## src/rtl/dma_arbiter.sv

```systemverilog
// Round-robin arbiter that hands one M2S DMA channel to N_REQ requesters, one
// descriptor at a time, and checks the observed beat count against the descriptor length.
module dma_arbiter #(
    parameter int N_REQ     = 3,
    parameter int ADDR_W    = 64,
    parameter int BPT_W     = 32,
    parameter int BUS_WIDTH = 128,
    localparam int ID_W     = (N_REQ > 1) ? $clog2(N_REQ) : 1
) (
    input  logic                          aclk,
    input  logic                          areset,
    input  logic [N_REQ-1:0]              req_valid,
    output logic [N_REQ-1:0]              req_ready,
    input  logic [N_REQ-1:0][ADDR_W-1:0]  req_addr,
    input  logic [N_REQ-1:0][BPT_W-1:0]   req_bpt,
    output logic                          cmd_valid,
    input  logic                          cmd_ready,
    output logic [ADDR_W-1:0]             cmd_addr,
    output logic [BPT_W-1:0]              cmd_bpt,
    output logic [ID_W-1:0]               cmd_id,
    input  logic                          s_valid,
    input  logic                          s_ready,
    input  logic                          s_last,
    output logic                          done_valid,
    output logic [ID_W-1:0]               done_id,
    output logic                          done_err,
    output logic                          busy
);

    localparam int BYTES_PER_BEAT = BUS_WIDTH / 8;
    localparam logic [BPT_W-1:0] BPB = BPT_W'(BYTES_PER_BEAT);

    typedef enum logic [1:0] {IDLE, ISSUE, STREAM, DONE} state_t;

    state_t            state, state_nxt;
    logic [ID_W-1:0]   rr_ptr, id_q, grant_id;
    logic              grant_any;
    logic [ADDR_W-1:0] addr_q;
    logic [BPT_W-1:0]  bpt_q, expect_q, beats_q, beats_inc;
    logic [BPT_W-1:0]  grant_bpt, grant_expect;
    logic              err_q, beat;
    logic [N_REQ-1:0]  ready_c;
    int                idx;

    // First valid requester at or after rr_ptr, wrapping.
    always_comb begin
        grant_any = 1'b0;
        grant_id  = '0;
        idx       = 0;
        for (int i = 0; i < N_REQ; i++) begin
            idx = int'(rr_ptr) + i;
            if (idx >= N_REQ) idx = idx - N_REQ;
            if (!grant_any && req_valid[idx[ID_W-1:0]]) begin
                grant_any = 1'b1;
                grant_id  = idx[ID_W-1:0];
            end
        end
    end

    assign grant_bpt    = req_bpt[grant_id];
    assign grant_expect = grant_bpt / BPB
                        + {{(BPT_W-1){1'b0}}, ((grant_bpt % BPB) != '0)};
    assign beat         = (state == STREAM) && s_valid && s_ready;
    assign beats_inc    = (&beats_q) ? beats_q : beats_q + BPT_W'(1);

    always_comb begin
        state_nxt = state;
        ready_c   = '0;
        case (state)
            IDLE: begin
                if (grant_any) begin
                    ready_c[grant_id] = 1'b1;
                    state_nxt = (grant_bpt == '0) ? DONE : ISSUE;
                end
            end
            ISSUE:   if (cmd_ready) state_nxt = STREAM;
            STREAM:  if (beat && s_last) state_nxt = DONE;
            DONE:    state_nxt = IDLE;
            default: state_nxt = IDLE;
        endcase
    end

    always_ff @(posedge aclk or posedge areset) begin
        if (areset) begin
            state    <= IDLE;
            rr_ptr   <= '0;
            id_q     <= '0;
            addr_q   <= '0;
            bpt_q    <= '0;
            expect_q <= '0;
            beats_q  <= '0;
            err_q    <= 1'b0;
        end else begin
            state <= state_nxt;
            case (state)
                IDLE: begin
                    if (grant_any) begin
                        id_q     <= grant_id;
                        addr_q   <= req_addr[grant_id];
                        bpt_q    <= grant_bpt;
                        expect_q <= grant_expect;
                        beats_q  <= '0;
                        err_q    <= (grant_bpt == '0);
                    end
                end
                STREAM: begin
                    if (beat) begin
                        beats_q <= beats_inc;
                        if (s_last) err_q <= (beats_inc != expect_q);
                    end
                end
                DONE: rr_ptr <= (id_q == ID_W'(N_REQ - 1)) ? '0 : id_q + ID_W'(1);
                default: ;
            endcase
        end
    end

    // req_ready is combinational from IDLE, so hold it low while reset is asserted.
    assign req_ready  = areset ? '0 : ready_c;
    assign cmd_valid  = (state == ISSUE);
    assign cmd_addr   = addr_q;
    assign cmd_bpt    = bpt_q;
    assign cmd_id     = id_q;
    assign done_valid = (state == DONE);
    assign done_id    = done_valid ? id_q : '0;
    assign done_err   = done_valid & err_q;
    assign busy       = (state != IDLE);

endmodule

```

## config.mk

```make
export PLATFORM = sky130hd
export DESIGN_NAME = dma_arbiter
export DESIGN_NICKNAME = d
export VERILOG_FILES = /design/src/rtl/dma_arbiter.sv
export SDC_FILE = /design/constraint.sdc
export NUM_CORES = 1
export LEC_CHECK = 0
export BUFFER_PORTS_ARGS = -buffer_cell sky130_fd_sc_hd__buf_2
export CORE_AREA = 2 2 156 158
export DETAILED_ROUTE_END_ITERATION = 8
export DIE_AREA = 0 0 158 160
export PLACE_DENSITY_LB_ADDON = 0.25
export SYNTH_ARGS = -nofsm -noshare
export SYNTH_HDL_FRONTEND = slang
export SYNTH_SLANG_ARGS = --single-unit
```

## constraint.sdc

```tcl
create_clock -name aclk -period 15.1 [get_ports aclk]
set_input_delay 2.265 -clock aclk [delete_from_list [all_inputs] [get_ports aclk]]
set_output_delay 2.265 -clock aclk [all_outputs]
set_load 0.005 [all_outputs]
```

* After elaboration in Yosys (flattened, before gate mapping) *
Index checks and enable logic that the tools add are counted.

operators by class
  add/sub/neg operators = 8
  $mul = 0
  divide/modulo/power cells = 0
  $lt $le $gt $ge = 8
  equality and inequality tests = 10
  shift-type cells = 0
  multiplexer cells = 39
  bitwise logic cells = 1
  reductions and logical operators = 18

operators by type and width
  operator                 count
  $bmux W64 S2             1
  $mux W32                 4
  $bmux W32 S2             1
  $mux W64                 1
  $pmux W32 S2             1
  $add A32 B1 Y32 const B  1
  $logic_not A32 Y1        1
  $ne A32 B32 Y1           1
  $reduce_and A32 Y1       1
  $reduce_bool A32 Y1      1
  $add A28 B1 Y29          1
  $mux W2                  12
  $lt A2 B3 Y1 const B     4
  $mux W1                  10
  $mux W3                  3
  $pmux W2 S4              1
  $bmux W1 S2              3
  $eq A2 B2 Y1 const B     3
  $ge A3 B2 Y1 const B     2
  $logic_and A1 B1 Y1      6
  $ne A2 B2 Y1 const B     3
  $reduce_and A3 Y1        2
  $sub A2 B2 Y2 const B    3
  $ne A2 B1 Y1 const B     2
  other kinds (14)         16

word-level totals
  register bits = 167
  bits in latches = 0
  bits in writable memories = 0
  ROM bits = 0
  input port bits = 297
  output and inout bits = 107
  logic and storage cells = 92
  memories = 0

* Logic depth before layout (Yosys ltp) *
  depth in word-level cells = 18
  depth in mapped cells = 19
  depth with buffers taken out = 16

* Worst setup path after synthesis *
No wires, ideal clock.

  path kind = input -> output
  from = input req_valid[1]
  to = output req_ready[0]
  arrival = 4.189 ns
  data required time = 12.835 ns
  slack = 8.646 ns
  stages on the path = 7
  buffers on the path = 3
  cell sequence = mux2i_1 -> o21ai_0 -> o31ai_1 -> clkbuf_1 -> clkbuf_1 -> clkbuf_1 -> nor4_1

on the way
  cells in the longest elaborated chain, start to end = 16

ends and longest elaborated chain
  element                                                                    RTL line  RTL
  from (decl)                                                                12        input logic [N_REQ-1:0] req_valid,
  $bmux W1 S2                                                                53        if (!grant_any && req_valid[idx[ID_W-1:0]]) begin
  $mux W1 (implied by the code)                                              53
  $mux W1                                                                    53
  $logic_not A1 Y1                                                           53
  $logic_and A1 B1 Y1                                                        53
  $mux W1                                                                    53
  $logic_not A1 Y1                                                           53
  $logic_and A1 B1 Y1                                                        53
  $mux W2                                                                    53
  $lt A2 B3 Y1 (implied by the code) / $ge A2 B1 Y1 (equally long branches)  72        ready_c[grant_id] = 1'b1;
  $logic_and A1 B1 Y1 (implied by the code)                                  72
  $mux W1 (implied by the code)                                              72
  $demux W1 S2                                                               72
  $mux W3 *                                                                  71        if (grant_any) begin
  $mux W3 *                                                                  69        case (state)
  $mux W3 *                                                                  119       assign req_ready = areset ? '0 : ready_c;
  to (decl)                                                                  13        output logic [N_REQ-1:0] req_ready,

Mark *: on every way between the ends. The rest lies on a longest branch, timed or not. The select of a mux whose other input is x is not followed.

* Final worst setup path *
  from = input req_valid[2]
  to = output req_ready[0]

The elaborated chain is that of the path after synthesis.

==> flow_metrics.env <==
export IMPL_grt_pass1_vias=10800
export IMPL_wire_per_inst_um=20.3
export IMPL_synth_yosys_seq_area_share_pct=39.3
export IMPL_ios=404
export IMPL_postCtsHoldBufs=0
export IMPL_topRoutingLayerUsed="met5"
export IMPL_worst_hold_path_type="flop to flop"
export IMPL_clock_sinks=164
export IMPL_max_slew_margin_pct=35.9
export IMPL_grt_pass1_wl_um=62900
export IMPL_dieArea_mm2=0.0253
export IMPL_cts_tree="yes"
export IMPL_max_freq_ghz=0.143
export IMPL_synth_area_leaders="dfrtp_1 (39%), nand2_1 (12%), a21oi_1 (10%)"
export IMPL_clk_latency_ns=0.43
export IMPL_wl_met1_um=17200
export IMPL_area_growth_pct=25.6
export IMPL_overflow=0
export IMPL_synth_cells=1362
export IMPL_synth_distinct_cells=65
export IMPL_wl_met2_um=20200
export IMPL_p_per_area_mw_per_mm2=213
export IMPL_die_height_um=160
export IMPL_hold_viol=0
export IMPL_cp_arrival_ns=4.75
export IMPL_num_vias=11400
export IMPL_p_leak_uw=0.00624
export IMPL_syn_num_nets=1671
export IMPL_cts_resized=0
export IMPL_grt_start_max_net_pins=232
export IMPL_outcome="finished, final reports clean"
export IMPL_cts_max_level=4
export IMPL_clk_pin_slew_ns=0.06
export IMPL_peakVddDrop_mv=0.130
export IMPL_synth_edf_count=0
export IMPL_path_class="input port to output port"
export IMPL_wl_met3_um=2860
export IMPL_synth_largest_area_cell="dfrtp_1"
export IMPL_critPathMaxStageDelay_ns=0.85
export IMPL_maxCapViolCount=0
export IMPL_vias_per_cell=5.59
export IMPL_reg2reg_depth=17
export IMPL_critPathBufInv=3
export IMPL_worstPathRequired_ns=12.84
export IMPL_period_minus_slack_ns=7.02
export IMPL_yosys_warnings=0
export IMPL_cts_buffers=17
export IMPL_postRouteAntennaNets=0
export IMPL_tns_ns=0
export IMPL_setup_viol=0
export IMPL_postCtsSetupBuffers=0
export IMPL_core_area_mm2=0.0238
export IMPL_cts_root_buf="clkbuf_16"
export IMPL_worst_path_stages=7
export IMPL_antenna_found_initial=6
export IMPL_ctsLongestPathBuffers=2
export IMPL_slowest_stage="o32a_2"
export IMPL_wl_um=41300
export IMPL_ys_flop_type="dfrtp_1"
export IMPL_cp_end_kind="output port"
export IMPL_critPathLaunchType="input port"
export IMPL_drtIter0Drc=997
export IMPL_floorplan_initialDensity_pct=43.9
export IMPL_critPathMaxFanout=53
export IMPL_slew_violations=0
export IMPL_crit_chain="buf_2, nand3b_1, o32ai_1, o32a_2, buf_4, nor4_1, buf_2"
export IMPL_drive_gt1_share_pct=27.7
export IMPL_finalCritPeriodShare_pct=46.5
export IMPL_numPortBuffers=403
export IMPL_tightest_slew_ns=0.962
export IMPL_synth_area_mm2=0.0105
export IMPL_synth_top_area_share_pct=39.3
export IMPL_gp_congestion=0.989
export IMPL_num_rows=57
export IMPL_crit_top_cell="buf_2"
export IMPL_finalNetCount=2001
export IMPL_syn_avg_cell_area_um2=7.67
export IMPL_die_width_um=158
export IMPL_detailed_place_hpwl_um=31600
export IMPL_skew_ns=0.0103
export IMPL_rsz0062_at_grt="false"
export IMPL_drt_pass1_iter_count=5
export IMPL_grt_usage_pct=32.7
export IMPL_finalPower_uw=2790
export IMPL_ys_ff_latch=164
export IMPL_min_path_cells=2
export IMPL_cp_top_family="compound AO/OA/AOI/OAI gates"
export IMPL_drc=0
export IMPL_async_flop_share_pct=100
export IMPL_utilization_pct=55.1
==> routing by layer <==
layer	vias to the layer above	global-route usage [%]
li1	5405	-
met2	427	53.5
met1	5468	42.9
met3	69	7.82
met4	4	9.62
met5	-	0
==> placed cells by master, fill, tap and decap left out, types with 4 or more instances in the layout <==
cell type,n
buf_2,403
nand2_1,337
a21oi_1,212
dfrtp_1,164
o21ai_0,145
nor2_1,52
xnor2_1,52
nor3_1,39
nand3_1,28
xor2_1,21
nand4_1,21
clkbuf_16,17
nor4_1,16
inv_1,15
mux2_2,15
and3_1,14
a21o_1,13
ha_1,12
o2bb2ai_1,10
buf_4,9
mux2i_1,8
or4_1,8
nand2b_1,6
a31oi_1,5
clkinvlp_4,5
diode_2,4
o21a_1,4
o211ai_1,4
and4_1,4
inv_6,4
and2_1,4
a22o_1,4
==> where the power goes <==
group / leakage [uW] / switching (uW) / total (uW) / internal [uW]
Clock: 0.000261 / 195 / 424 / 229
Sequential: 0.00208 / 134 / 758 / 624
Combinational: 0.00390 / 1030 / 1610 / 575
Total: 0.00624 / 1360 / 2790 / 1430
==> worst min-delay path, stage by stage (launching register included) <==
cell and delay [ns]:
dfrtp_1 0.34, nand2_1 0.05, o21ai_0 0.06
==> path summary, 6_finish.rpt <==
kind	startpoint	slack (ns)	endpoint
min reg2reg	cmd_addr[15]$_DFFE_PP0P_	0.48	cmd_addr[15]$_DFFE_PP0P_
min	cmd_addr[15]$_DFFE_PP0P_	0.48	cmd_addr[15]$_DFFE_PP0P_
min in group asynchronous	areset	2.04	cmd_addr[15]$_DFFE_PP0P_
max	req_valid[2]	8.08	req_ready[0]
max in group asynchronous	areset	11.60	cmd_bpt[19]$_DFFE_PP0P_
max reg2reg	rr_ptr[0]$_DFFE_PP0P_	9.42	expect_q[19]$_DFFE_PP0P_
==> metrics by stage <==
stage / worst slack [ns] / cells / hold WS (ns) / cell area, um^2
after CTS: 8.12 / 2029 / 0.480 / 13100
final: 8.08 / 2033 / 0.477 / 13100
after floorplan: 8.40 / 1362 / 0.469 / 10500
after detailed placement: 8.04 / 1997 / 0.465 / 12600
after global placement: 8.21 / 1997 / 0.457 / 12600
after global routing: 7.96 / 2033 / 0.502 / 13100
==> cells by family (layout without fill, tap and decap cells) <==
kind of cell,Yosys count,after routing,synth area share [%]
flops,164,164,39.3
mux,23,23,2.38
other cells,0,4,0
simple gates,542,542,23.1
compound gates,430,430,22.9
buf+inv,118,461,4.76
xor+xnor,73,73,6.12
fa+ha+maj,12,12,1.44
==> cells in the mapped netlist (5+ instances only) <==
| cell type | count |
|---|---|
| nand2b_1 | 6 |
| and3_1 | 14 |
| nor3_1 | 39 |
| nand3_1 | 28 |
| nand2_1 | 337 |
| o21ai_0 | 145 |
| dfrtp_1 | 164 |
| ha_1 | 12 |
| nor2_1 | 52 |
| clkbuf_1 | 65 |
| mux2i_1 | 8 |
| buf_1 | 17 |
| xor2_1 | 21 |
| a21o_1 | 13 |
| xnor2_1 | 52 |
| nand4_1 | 21 |
| a21oi_1 | 212 |
| mux2_2 | 15 |
| o2bb2ai_1 | 10 |
| buf_2 | 11 |
| or4_1 | 8 |
| nor4_1 | 16 |
| a31oi_1 | 5 |
| inv_1 | 16 |
==> sequential cells by signal, summed over array words and instances (netlist names) <==
register and count:
cmd_id 2, cmd_bpt 32, err_q 1, state 2
rr_ptr 2, cmd_addr 64, expect_q 29, beats_q 32
==> area by class of cell <==
type | count | area, um^2
Tap cell | 324 | 405
Fill cell | 2438 | 10700
Clock inverter | 14 | 129
Clock buffer | 18 | 429
Timing Repair Buffer | 413 | 2100
Antenna cell | 4 | 10.0
Inverter | 16 | 65.1
Sequential cell | 164 | 4100
Multi-Input combinational cell | 1080 | 5880
Note: power is estimated with default switching activity, not from simulation.
